==> src/rtl/seq_pkg.sv <==
// Shared constants for the multi-cycle sequencer: state encoding, instruction
// classes and default datapath widths.
package seq_pkg;

  localparam int DEF_ADDR_W = 6;
  localparam int DEF_DATA_W = 16;

  localparam logic [2:0] ST_IDLE   = 3'd0;
  localparam logic [2:0] ST_FETCH  = 3'd1;
  localparam logic [2:0] ST_DECODE = 3'd2;
  localparam logic [2:0] ST_EXEC   = 3'd3;
  localparam logic [2:0] ST_MEM    = 3'd4;
  localparam logic [2:0] ST_WB     = 3'd5;
  localparam logic [2:0] ST_HALT   = 3'd6;

  localparam logic [1:0] CL_ALU = 2'b00;
  localparam logic [1:0] CL_MEM = 2'b01;
  localparam logic [1:0] CL_BR  = 2'b10;
  localparam logic [1:0] CL_SYS = 2'b11;

endpackage

==> src/rtl/pc_unit.sv <==
// Program counter: absolute load has priority over increment; the increment
// wraps naturally at 2^ADDR_W.
module pc_unit
  import seq_pkg::*;
#(
  parameter int ADDR_W = DEF_ADDR_W
) (
  input  logic              clk,
  input  logic              rst_n,
  input  logic              inc_i,
  input  logic              load_i,
  input  logic [ADDR_W-1:0] load_val_i,
  output logic [ADDR_W-1:0] pc_o
);

  logic [ADDR_W-1:0] pc_q, pc_d;

  always_comb begin
    pc_d = pc_q;
    if (load_i) begin
      pc_d = load_val_i;
    end else if (inc_i) begin
      pc_d = pc_q + 1'b1;
    end
  end

  always_ff @(posedge clk or negedge rst_n) begin
    if (!rst_n) begin
      pc_q <= '0;
    end else begin
      pc_q <= pc_d;
    end
  end

  assign pc_o = pc_q;

endmodule

==> src/rtl/multicycle_sequencer.sv <==
// Multi-cycle control FSM for the 16-bit core: fetch, decode, execute, memory,
// writeback, with PC ownership, memory handshakes and a retired counter.
module multicycle_sequencer
  import seq_pkg::*;
#(
  parameter int ADDR_W = DEF_ADDR_W,
  parameter int DATA_W = DEF_DATA_W,
  parameter int CNT_W  = 16
) (
  input  logic              clk,
  input  logic              rst_n,
  input  logic              run,
  output logic              imem_req,
  output logic [ADDR_W-1:0] imem_addr,
  input  logic              imem_ready,
  output logic              ir_load,
  input  logic [DATA_W-1:0] instr,
  input  logic              bool_flag,
  output logic              dmem_rd_req,
  output logic              dmem_wr_req,
  input  logic              dmem_ready,
  output logic              rf_we,
  output logic [ADDR_W-1:0] pc,
  output logic [2:0]        state,
  output logic              halted,
  output logic [CNT_W-1:0]  retired
);

  logic [2:0]       state_q, state_d;
  logic [CNT_W-1:0] retired_q, retired_d;
  logic             retire, pc_inc, pc_load;
  logic [1:0]       cls;
  logic             is_store, is_halt, br_taken;

  assign cls      = instr[15:14];
  assign is_store = instr[13];
  assign is_halt  = (instr[13:0] == 14'd0);
  assign br_taken = !instr[13] || bool_flag;

  always_comb begin
    state_d = state_q;
    retire  = 1'b0;
    pc_inc  = 1'b0;
    pc_load = 1'b0;
    case (state_q)
      ST_IDLE:   if (run) state_d = ST_FETCH;
      ST_FETCH: begin
        if (imem_ready) begin
          pc_inc  = 1'b1;
          state_d = ST_DECODE;
        end
      end
      ST_DECODE: state_d = ST_EXEC;
      ST_EXEC: begin
        case (cls)
          CL_ALU: state_d = ST_WB;
          CL_MEM: state_d = ST_MEM;
          CL_BR: begin
            pc_load = br_taken;
            retire  = 1'b1;
            state_d = ST_FETCH;
          end
          default: begin
            retire  = 1'b1;
            state_d = is_halt ? ST_HALT : ST_FETCH;
          end
        endcase
      end
      ST_MEM: begin
        if (dmem_ready) begin
          retire  = is_store;
          state_d = is_store ? ST_FETCH : ST_WB;
        end
      end
      ST_WB: begin
        retire  = 1'b1;
        state_d = ST_FETCH;
      end
      ST_HALT:   if (!run) state_d = ST_IDLE;
      default:   state_d = ST_IDLE;
    endcase
  end

  // Counter saturates at all-ones rather than wrapping.
  always_comb begin
    retired_d = retired_q;
    if (retire && (retired_q != {CNT_W{1'b1}})) begin
      retired_d = retired_q + 1'b1;
    end
  end

  always_ff @(posedge clk or negedge rst_n) begin
    if (!rst_n) begin
      state_q   <= ST_IDLE;
      retired_q <= '0;
    end else begin
      state_q   <= state_d;
      retired_q <= retired_d;
    end
  end

  pc_unit #(.ADDR_W(ADDR_W)) u_pc (
    .clk        (clk),
    .rst_n      (rst_n),
    .inc_i      (pc_inc),
    .load_i     (pc_load),
    .load_val_i (instr[ADDR_W-1:0]),
    .pc_o       (pc)
  );

  // Handshake: a request is a Moore decode of state and stays high until the
  // edge that samples its ready; ready with no request active is ignored.
  assign imem_req    = (state_q == ST_FETCH);
  assign ir_load     = imem_req && imem_ready;
  assign dmem_rd_req = (state_q == ST_MEM) && !is_store;
  assign dmem_wr_req = (state_q == ST_MEM) && is_store;
  assign rf_we       = (state_q == ST_WB);
  assign halted      = (state_q == ST_HALT);
  assign imem_addr   = pc;
  assign state       = state_q;
  assign retired     = retired_q;

endmodule

==> config.mk <==
export PLATFORM = sky130hd
export DESIGN_NAME = multicycle_sequencer
export DESIGN_NICKNAME = d
export VERILOG_FILES = /design/src/rtl/seq_pkg.sv /design/src/rtl/pc_unit.sv /design/src/rtl/multicycle_sequencer.sv
export SDC_FILE = /design/constraint.sdc
export NUM_CORES = 1
export LEC_CHECK = 0
export CELL_PAD_IN_SITES_DETAIL_PLACEMENT = 2
export CELL_PAD_IN_SITES_GLOBAL_PLACEMENT = 2
export CORE_MARGIN = 2
export CORE_UTILIZATION = 27
export CTS_CLUSTER_DIAMETER = 200
export DETAILED_ROUTE_END_ITERATION = 10
export GPL_ROUTABILITY_DRIVEN = 0
export PLACE_DENSITY_LB_ADDON = 0.15
export SLEW_MARGIN = 30
export SYNTH_ARGS = -nofsm -noshare
export SYNTH_HDL_FRONTEND = slang
export SYNTH_SLANG_ARGS = --single-unit
==> constraint.sdc <==
create_clock -name clk -period 3.8 [get_ports clk]
set_input_delay 0.57 -clock clk [delete_from_list [all_inputs] [get_ports clk]]
set_output_delay 0.57 -clock clk [all_outputs]
set_load 0.01 [all_outputs]
# Yosys cells after proc, flatten, opt, wreduce, memory -nomap -nowiden

Cells that the tools add are included.

Memories kept: 0
Logic and storage cells: 47
Latch bits: 0
ROM bits: 0
Register bits after elaboration: 25
Bits of input ports: 22
RAM bits: 0
Output and inout port bits: 37

Equal/unequal tests: 13
Multiply operators: 0
Reduce and logical (&&, ||, !) cells: 12
Order comparisons: 0
Add/sub/neg operators: 2
Mux-type cells: 17
Bitwise gates (word level): 0
Shift-type cells: 0
Divide/modulo/power cells: 0

Operator list:

| operator                | number |
|---|---|
| $pmux W3 S7             | 1 |
| $mux W3                 | 6 |
| $add A16 B1 Y16 const B | 1 |
| $ne A16 B16 Y1 const B  | 1 |
| $logic_not A14 Y1       | 1 |
| $mux W6                 | 2 |
| $eq A3 B3 Y1 const B    | 3 |
| $pmux W3 S3             | 1 |
| $add A6 B1 Y6 const B   | 1 |
| $eq A3 B2 Y1 const B    | 2 |
| $mux W1                 | 6 |
| $ne A2 B2 Y1 const B    | 3 |
| $logic_and A1 B1 Y1     | 4 |
| $reduce_and A4 Y1       | 1 |
| $eq A3 B1 Y1 const B    | 1 |
| $logic_not A3 Y1        | 1 |
| $pmux W1 S3             | 1 |
| $eq A2 B1 Y1 const B    | 1 |
| $eq A2 B2 Y1 const B    | 1 |
| $logic_not A2 Y1        | 1 |
| $ne A2 B1 Y1 const B    | 1 |
| $reduce_bool A2 Y1      | 1 |
| $reduce_or A2 Y1        | 1 |
| $logic_not A1 Y1        | 1 |
| $logic_or A1 B1 Y1      | 1 |

# Logic depth before layout (Yosys ltp)

Gate-level depths: netlist of the first run.

Word-level depth: 5
Mapped depth: 7
Gate-level depth less buffers: 6

# Hierarchy

From an unflattened synthesis of the first run, not the netlist that was laid out.

Cells, all modules: 150
Area total of the unflattened synthesis: 1436.4 um^2

By module, submodules not included:

| module               | area an instance (um^2) | times used | cells each |
|---|---|---|---|
| multicycle_sequencer | 1109.8                  | 1          | 116 |
| pc_unit              | 326.6                   | 1          | 34 |

# Worst setup path after synthesis of the first run

OpenSTA, ideal clock, no wires.

Path type: reg-to-output
Start point: register state_q[2] (netlist: state[2])
End point: output ir_load
Setup slack: 2080 ps
Cell stages (with the launch flop): 5
Arrival: 1150 ps
Buffers on the path: 1
Cells stage by stage: dfrtp_1 > buf_6 > nor3b_2 > nand2_1 > inv_2

Cells in the longest elaborated chain, start to end: 2

RTL lines:

| item                   | RTL line                    | source |
|---|---|---|
| start, declared        | multicycle_sequencer.sv:29  | `logic [2:0] state_q, state_d;` |
| start signal, assigned | multicycle_sequencer.sv:97  | `state_q <= state_d;` |
| $eq A3 B1 Y1           | multicycle_sequencer.sv:113 | `assign imem_req = (state_q == ST_FETCH);` |
| via imem_req           | multicycle_sequencer.sv:13  | `output logic imem_req,` |
| $logic_and A1 B1 Y1    | multicycle_sequencer.sv:114 | `assign ir_load = imem_req && imem_ready;` |
| end, declared          | multicycle_sequencer.sv:16  | `output logic ir_load,` |

The timed path passes the listed nets, and every way through them passes these cells.

# Final worst setup path of the first run

Start point: register state_q[0] (netlist: state[0])
End point: output ir_load

Cells in the longest elaborated chain, start to end: 2

RTL lines:

| item                | RTL line |
|---|---|
| $eq A3 B1 Y1        | multicycle_sequencer.sv:113 |
| $logic_and A1 B1 Y1 | multicycle_sequencer.sv:114 |

Every way passes these cells.

==> qor.txt, run 1 <==
Status = complete, no violations
First-pass GRT wire length = 8328 um
Area leader, netlist = dfrtp_1
Ys flop type = dfrtp_1
Nets = 231
Yosys top cell area share = 0.4105
Clk sink count = 25
Largest net degree at the start of global routing = 26
Sequential-to-total area share from yosys stat = 0.4105
Place WS = 1.211 ns
Max-cap violations = 0
CP Class = reg -> out
Iteration-0 DRC Markers = 59
Dominant cells by area after synthesis = dfrtp_1 41%, xor2_1 9.2%, nand4_1 4.1%
Setup_tns = 0 ns
Vias in the first global route = 1624
Htree depth = 1
Die area = 0.006262 sq mm
Worst r2r path cells = 5
Least-Margin Pin Slew = 0.7366 ns
Critical path launch point type = flop
Worst-path maximum fanout = 13
Max Slew Vio Count = 0
Post-Synthesis Cells = 155
Worst EP required = 3.23 ns
Pint = 0.7367 mW
Peak supply drop = 0.2568 mV
Period utilization = 0.7032
Combinational share of power = 0.473
Top-Level Pins = 59
Post-Route Utilization = 0.3973
Clock Power Share = 0.140
RSZ-0062 raised after global routing = false
Post-CTS repair timing setup buffer count = 0
Setup WS post-layout = 1.128 ns
Die span in x = 79.13 um
Fin. Hold Viols = 0
Hold_buf cts = 0
Max frequency = 374.3 MHz
Clock Skew = 0.005421 ns
Switching share of power = 0.3969
CTS tree = yes
Seq cells post-synth = 25
Most frequent cells in the layout = 58 x clkdlybuf4s50_1, 25 x dfrtp_1, 16 x xor2_1
Routed WL per cell = 17.54 um
Fillers = 620
Hold path depth = 1
Remaining DRCs = 0
Die Span Y = 79.13 um
Clk root buf = clkbuf_8
Antenna diode count = 0
Cell variety after synth = 46
Commonest non-fill, non-tap cell in the layout = clkdlybuf4s50_1
Slew headroom = 0.5089
Drt pass-1 iters = 4
Inserted Clock Buffers = 3
Netlist Area Pre-Place = 0.001524 sq mm
Via-to-Cell Ratio = 5.101
Ys async rst share = 1.000
DPL Wire Length = 3736 um
Core ar. = 0.005473 sq mm
Crit end category = primary output
Final min period = 2.672 ns
CTS resizes = 0
# setup viols final = 0
Initial Utilization = 0.2785
YS warnings = 0
Leak = 0.8572 nW
Critical Path AT = 2.10 ns
Reg power frac = 0.387
Port Buf Inserts = 58
Layout cell share with drive strength beyond 1 = 0.08252
Post-synth EDFFs = 0
Synth-to-layout area growth = 42.69%
Detailed-route wire length = 4875 um
Rows = 27
Clock buffer depth = 2
PwrDens = 561.8 mW/mm^2
Hold Path Class = reg -> reg
Clk_lat worst skew = 0.28 ns
Sw power = 0.4849 mW
Total grt overflow = 0
DR vias = 1418
Syn_nets = 179
Clock slew at reported path FFs = 0.10 ns
Antenna violations before repair = 0
Mean Syn Cell Area = 9.832 sq um
Antenna-violating nets left = 0
GRT Resource Usage Total = 0.1647
[synth_stat cells (2+ instances only)]
cell / count
a21oi_1: 3
nor2_1: 8
buf_6: 2
a31oi_1: 2
nor3b_1: 3
nand3_1: 4
nor4_1: 8
inv_2: 2
o21ai_0: 4
buf_4: 7
nand2_1: 12
nand4_1: 10
buf_2: 3
and3_1: 3
xor2_1: 16
ha_1: 2
nand2b_1: 4
nor4_2: 2
a221o_1: 3
dfrtp_1: 25
nor3_1: 7
[cell families after synthesis]
kind of cell,Yosys count,synth area share
AND/OR/NAND/NOR,72,0.2947
flip-flops,25,0.4105
AO/OA/AOI/OAI,20,0.09525
XOR/XNOR,17,0.09770
buffers and inverters,17,0.07142
multiplexers,2,0.01396
adder cells (fa/ha/maj),2,0.01642
[path summary, 6_finish.rpt]
| path | startpoint | endpoint | slack (ns) |
|---|---|---|---|
| max | state[0]$_DFFE_PN0P_ | ir_load | 1.13 |
| min | retired[7]$_DFFE_PN0P_ | retired[7]$_DFFE_PN0P_ | 0.51 |
| max reg2reg | retired[3]$_DFFE_PN0P_ | retired[1]$_DFFE_PN0P_ | 1.49 |
| min reg2reg | retired[7]$_DFFE_PN0P_ | retired[7]$_DFFE_PN0P_ | 0.51 |
| max in group asynchronous | rst_n | state[0]$_DFFE_PN0P_ | 2.87 |
| min in group asynchronous | rst_n | u_pc.pc_o[3]$_DFFE_PN0P_ | 0.67 |
[flip-flops by register name, indices dropped and copies added (netlist names)]
register,cells
retired,16
state,3
u_pc.pc_o,6
[critical path, stage by stage (launching register included)]
cell and delay [ns]:
dfrtp_1 0.58, nor3b_2 0.29, nand2_1 0.20, inv_2 0.18, clkdlybuf4s50_1 0.56
[layer usage]
layer	vias up	track usage	routed length, um
li1	672	-	-
met4	0	0.03103	31
met5	-	0	0
met1	715	0.2065	2219
met3	4	0.02500	137
met2	27	0.3000	2487
[layout make-up]
type                       instances  area [sq um]  area share
multi-input combinational        113         795.8      0.3659
tap                               72         90.09     0.04143
clock buffer                       3         41.29     0.01899
sequential                        25         625.6      0.2877
timing repair buffer              61         603.1      0.2773
clock inverter                     1         7.507    0.003452
inverter                           3         11.26    0.005178
[metrics by stage]
step | area, sq um | total power, mW | std cells | hold slack [ns]
3_3_place_gp | 2126 | 1.026 | 274 | 0.4782
4_1_cts | 2175 | 1.245 | 278 | 0.5206
5_1_grt | 2175 | 1.313 | 278 | 0.5341
2_1_floorplan | 1524 | 0.7742 | 155 | 0.2744
6_report | 2175 | 1.222 | 278 | 0.5130
3_5_place_dp | 2126 | 1.065 | 274 | 0.5046
[power groups by stage]
| stage | Combinational [mW] | Clock, mW | Sequential [mW] |
|---|---|---|---|
| floorplan | 0.325 | 0 | 0.449 |
| global placement | 0.560 | 0 | 0.465 |
| detailed placement | 0.584 | 0 | 0.481 |
| CTS | 0.589 | 0.180 | 0.476 |
| global route | 0.632 | 0.189 | 0.491 |
| finish | 0.578 | 0.172 | 0.472 |
(Power assumes the default switching activity.)
==> run 2, diff against run 1 <==
CORE_UTILIZATION = 25   (was 27)
clock period = 2.55 ns   (was 3.8 ns; I/O delays follow)
==> run 2 against run 1 <==
Die area grew 7.6%. Final cell count grew 2.2%. Critical path type unchanged. Sequential cell count is the same. Combinational power grew 53%. Largest power group unchanged. Highest routed layer unchanged.
==> qor.txt, run 2 (synthesis gave the netlist of run 1 again) <==
Status = complete, no violations
Initial Utilization = 0.2574 (-0.02107)
Detailed-route wire length = 4851 um (-0.49%)
Clk sink count = 25 (unchanged)
Total grt overflow = 0 (unchanged)
Worst r2r path cells = 4 (-1)
First-pass GRT wire length = 8038 um (-3.5%)
Synth-to-layout area growth = 44.25%
Core ar. = 0.005921 sq mm (+8.2%)
CTS resizes = 0 (unchanged)
Die area = 0.006736 sq mm (+7.6%)
Peak supply drop = 0.3460 mV (+35%)
Slew headroom = 0.5552 (+0.04626)
Clk root buf = clkbuf_8
Antenna violations before repair = 0 (unchanged)
CP Launch Point = state[0]$_DFFE_PN0P_
Clock buffer depth = 2 (unchanged)
Top-Level Pins = 59 (unchanged)
PwrDens = 827.8 mW/mm^2 (+47%)
Most frequent cells in the layout = 58 x clkdlybuf4s50_1, 25 x dfrtp_1, 16 x xor2_1
Setup_tns = 0 ns (unchanged)
RR Endpoint = retired[1]$_DFFE_PN0P_
Leak = 0.8760 nW (+2.2%)
Port Buf Inserts = 58 (unchanged)
Rows = 28 (+3.7%)
Iteration-0 DRC Markers = 49 (-17%)
Inserted Clock Buffers = 3 (unchanged)
Crit end category = primary output
# setup viols final = 0 (unchanged)
Layout cell share with drive strength beyond 1 = 0.09569 (+0.01317)
CTS tree = yes
Clk_lat worst skew = 0.27 ns (about the same)
Via-to-Cell Ratio = 4.958 (-2.8%)
Antenna diode count = 0 (unchanged)
Max-cap violations = 0 (unchanged)
Drt pass-1 iters = 4 (unchanged)
R2R Path Start = state[2]$_DFFE_PN0P_
Post-CTS repair timing setup buffer count = 0 (unchanged)
Period utilization = 0.9217
Nets = 234 (+1.3%)
Commonest non-fill, non-tap cell in the layout = clkdlybuf4s50_1
Hold Path Class = in -> async
GRT Resource Usage Total = 0.1564 (-0.008330)
Vias in the first global route = 1569 (-3.4%)
Max frequency = 425.5 MHz
Max Slew Vio Count = 0 (unchanged)
Die Span Y = 82.08 um (+3.7%)
Remaining DRCs = 0 (unchanged)
CP Capture Point = ir_load
Worst-path maximum fanout = 13 (unchanged)
Largest net degree at the start of global routing = 26 (unchanged)
Design area = 0.002198 sq mm (+1.1%)
Hold_buf cts = 0 (unchanged)
Clock slew at reported path FFs = 0.10 ns (about the same)
DR vias = 1408 (-0.71%)
Critical Path AT = 1.97 ns (-0.13 ns)
Die span in x = 82.08 um (+3.7%)
Critical path launch point type = flop
Fin. Hold Viols = 0 (unchanged)
Final min period = 2.350 ns
Routed WL per cell = 17.08 um (-2.6%)
Worst EP required = 2.17 ns (-1.06 ns)
Antenna-violating nets left = 0 (unchanged)
R2r setup slk = 0.58 ns (-0.91 ns)
CP Class = reg -> out
DPL Wire Length = 3748 um (+0.31%)
Post-DP Area = 0.002152 sq mm (+1.2%)
Htree depth = 1 (unchanged)
RSZ-0062 raised after global routing = false
Largest register FFs = 16 (unchanged)
Least-Margin Pin Slew = 0.6673 ns (-0.06938 ns)
Clock Skew = 0.001223 ns (-0.004198 ns)
run 2: cell types whose count changed in the layout (fill, tap and decap cells not counted):
cell	previous run	this run
clkinv_2	0	1
clkinvlp_4	1	0
buf_4	3	6
run 2: cell type report:
type	instances	area [sq um]
Fill cell	678	3722
Multi-Input combinational cell	113	795.8
Sequential cell	25	625.6
Timing Repair Buffer	64	625.6
Tap cell	75	93.84
Clock buffer	3	41.29
Inverter	3	11.26
Clock inverter	1	5.005
run 2: critical path: stages (launching register included):
cell and delay [ns]:
dfrtp_1 0.58, nor3b_2 0.26, nand2_1 0.12, inv_2 0.16, clkdlybuf4s50_1 0.57
run 2: routing by layer:
metal | vias to the layer above | routed length [um] | global-route usage
li1 | 679 | - | -
met1 | 694 | 2222 | 0.2066
met2 | 29 | 2446 | 0.2659
met3 | 6 | 130 | 0.02088
met4 | 0 | 52 | 0.04500
met5 | - | 0 | 0
run 2: stage by stage:
stage | util | total power [mW] | hold slack [ns] | worst slack [ns] | instances
floorplan | - | 1.154 | 0.08691 | 0.8917 | 155
global placement | 0.3635 | 1.557 | 0.4939 | 0.3264 | 280
detailed placement | 0.3635 | 1.596 | 0.5038 | 0.2492 | 280
CTS | 0.3713 | 1.861 | 0.4841 | 0.1677 | 284
global route | 0.3713 | 1.966 | 0.4902 | 0.06658 | 284
finish | 0.3713 | 1.820 | 0.4714 | 0.1997 | 284
run 2: power breakdown:
part	switching [mW]	internal, mW
combinational	0.385	0.499
sequential	0.185	0.501
clock	0.140	0.110
run 2: worst min path at each step:
stage | start | end | slack (ns) | depth (start not counted)
2_1_floorplan | rst_n | retired[0]$_DFFE_PN0P_ | 0.09 | 0
3_3_place_gp | retired[14]$_DFFE_PN0P_ | retired[14]$_DFFE_PN0P_ | 0.49 | 1
3_5_place_dp | retired[15]$_DFFE_PN0P_ | retired[15]$_DFFE_PN0P_ | 0.50 | 1
4_1_cts | rst_n | u_pc.pc_o[3]$_DFFE_PN0P_ | 0.48 | 2
5_1_grt | rst_n | u_pc.pc_o[3]$_DFFE_PN0P_ | 0.49 | 2
6_report | rst_n | u_pc.pc_o[3]$_DFFE_PN0P_ | 0.47 | 2
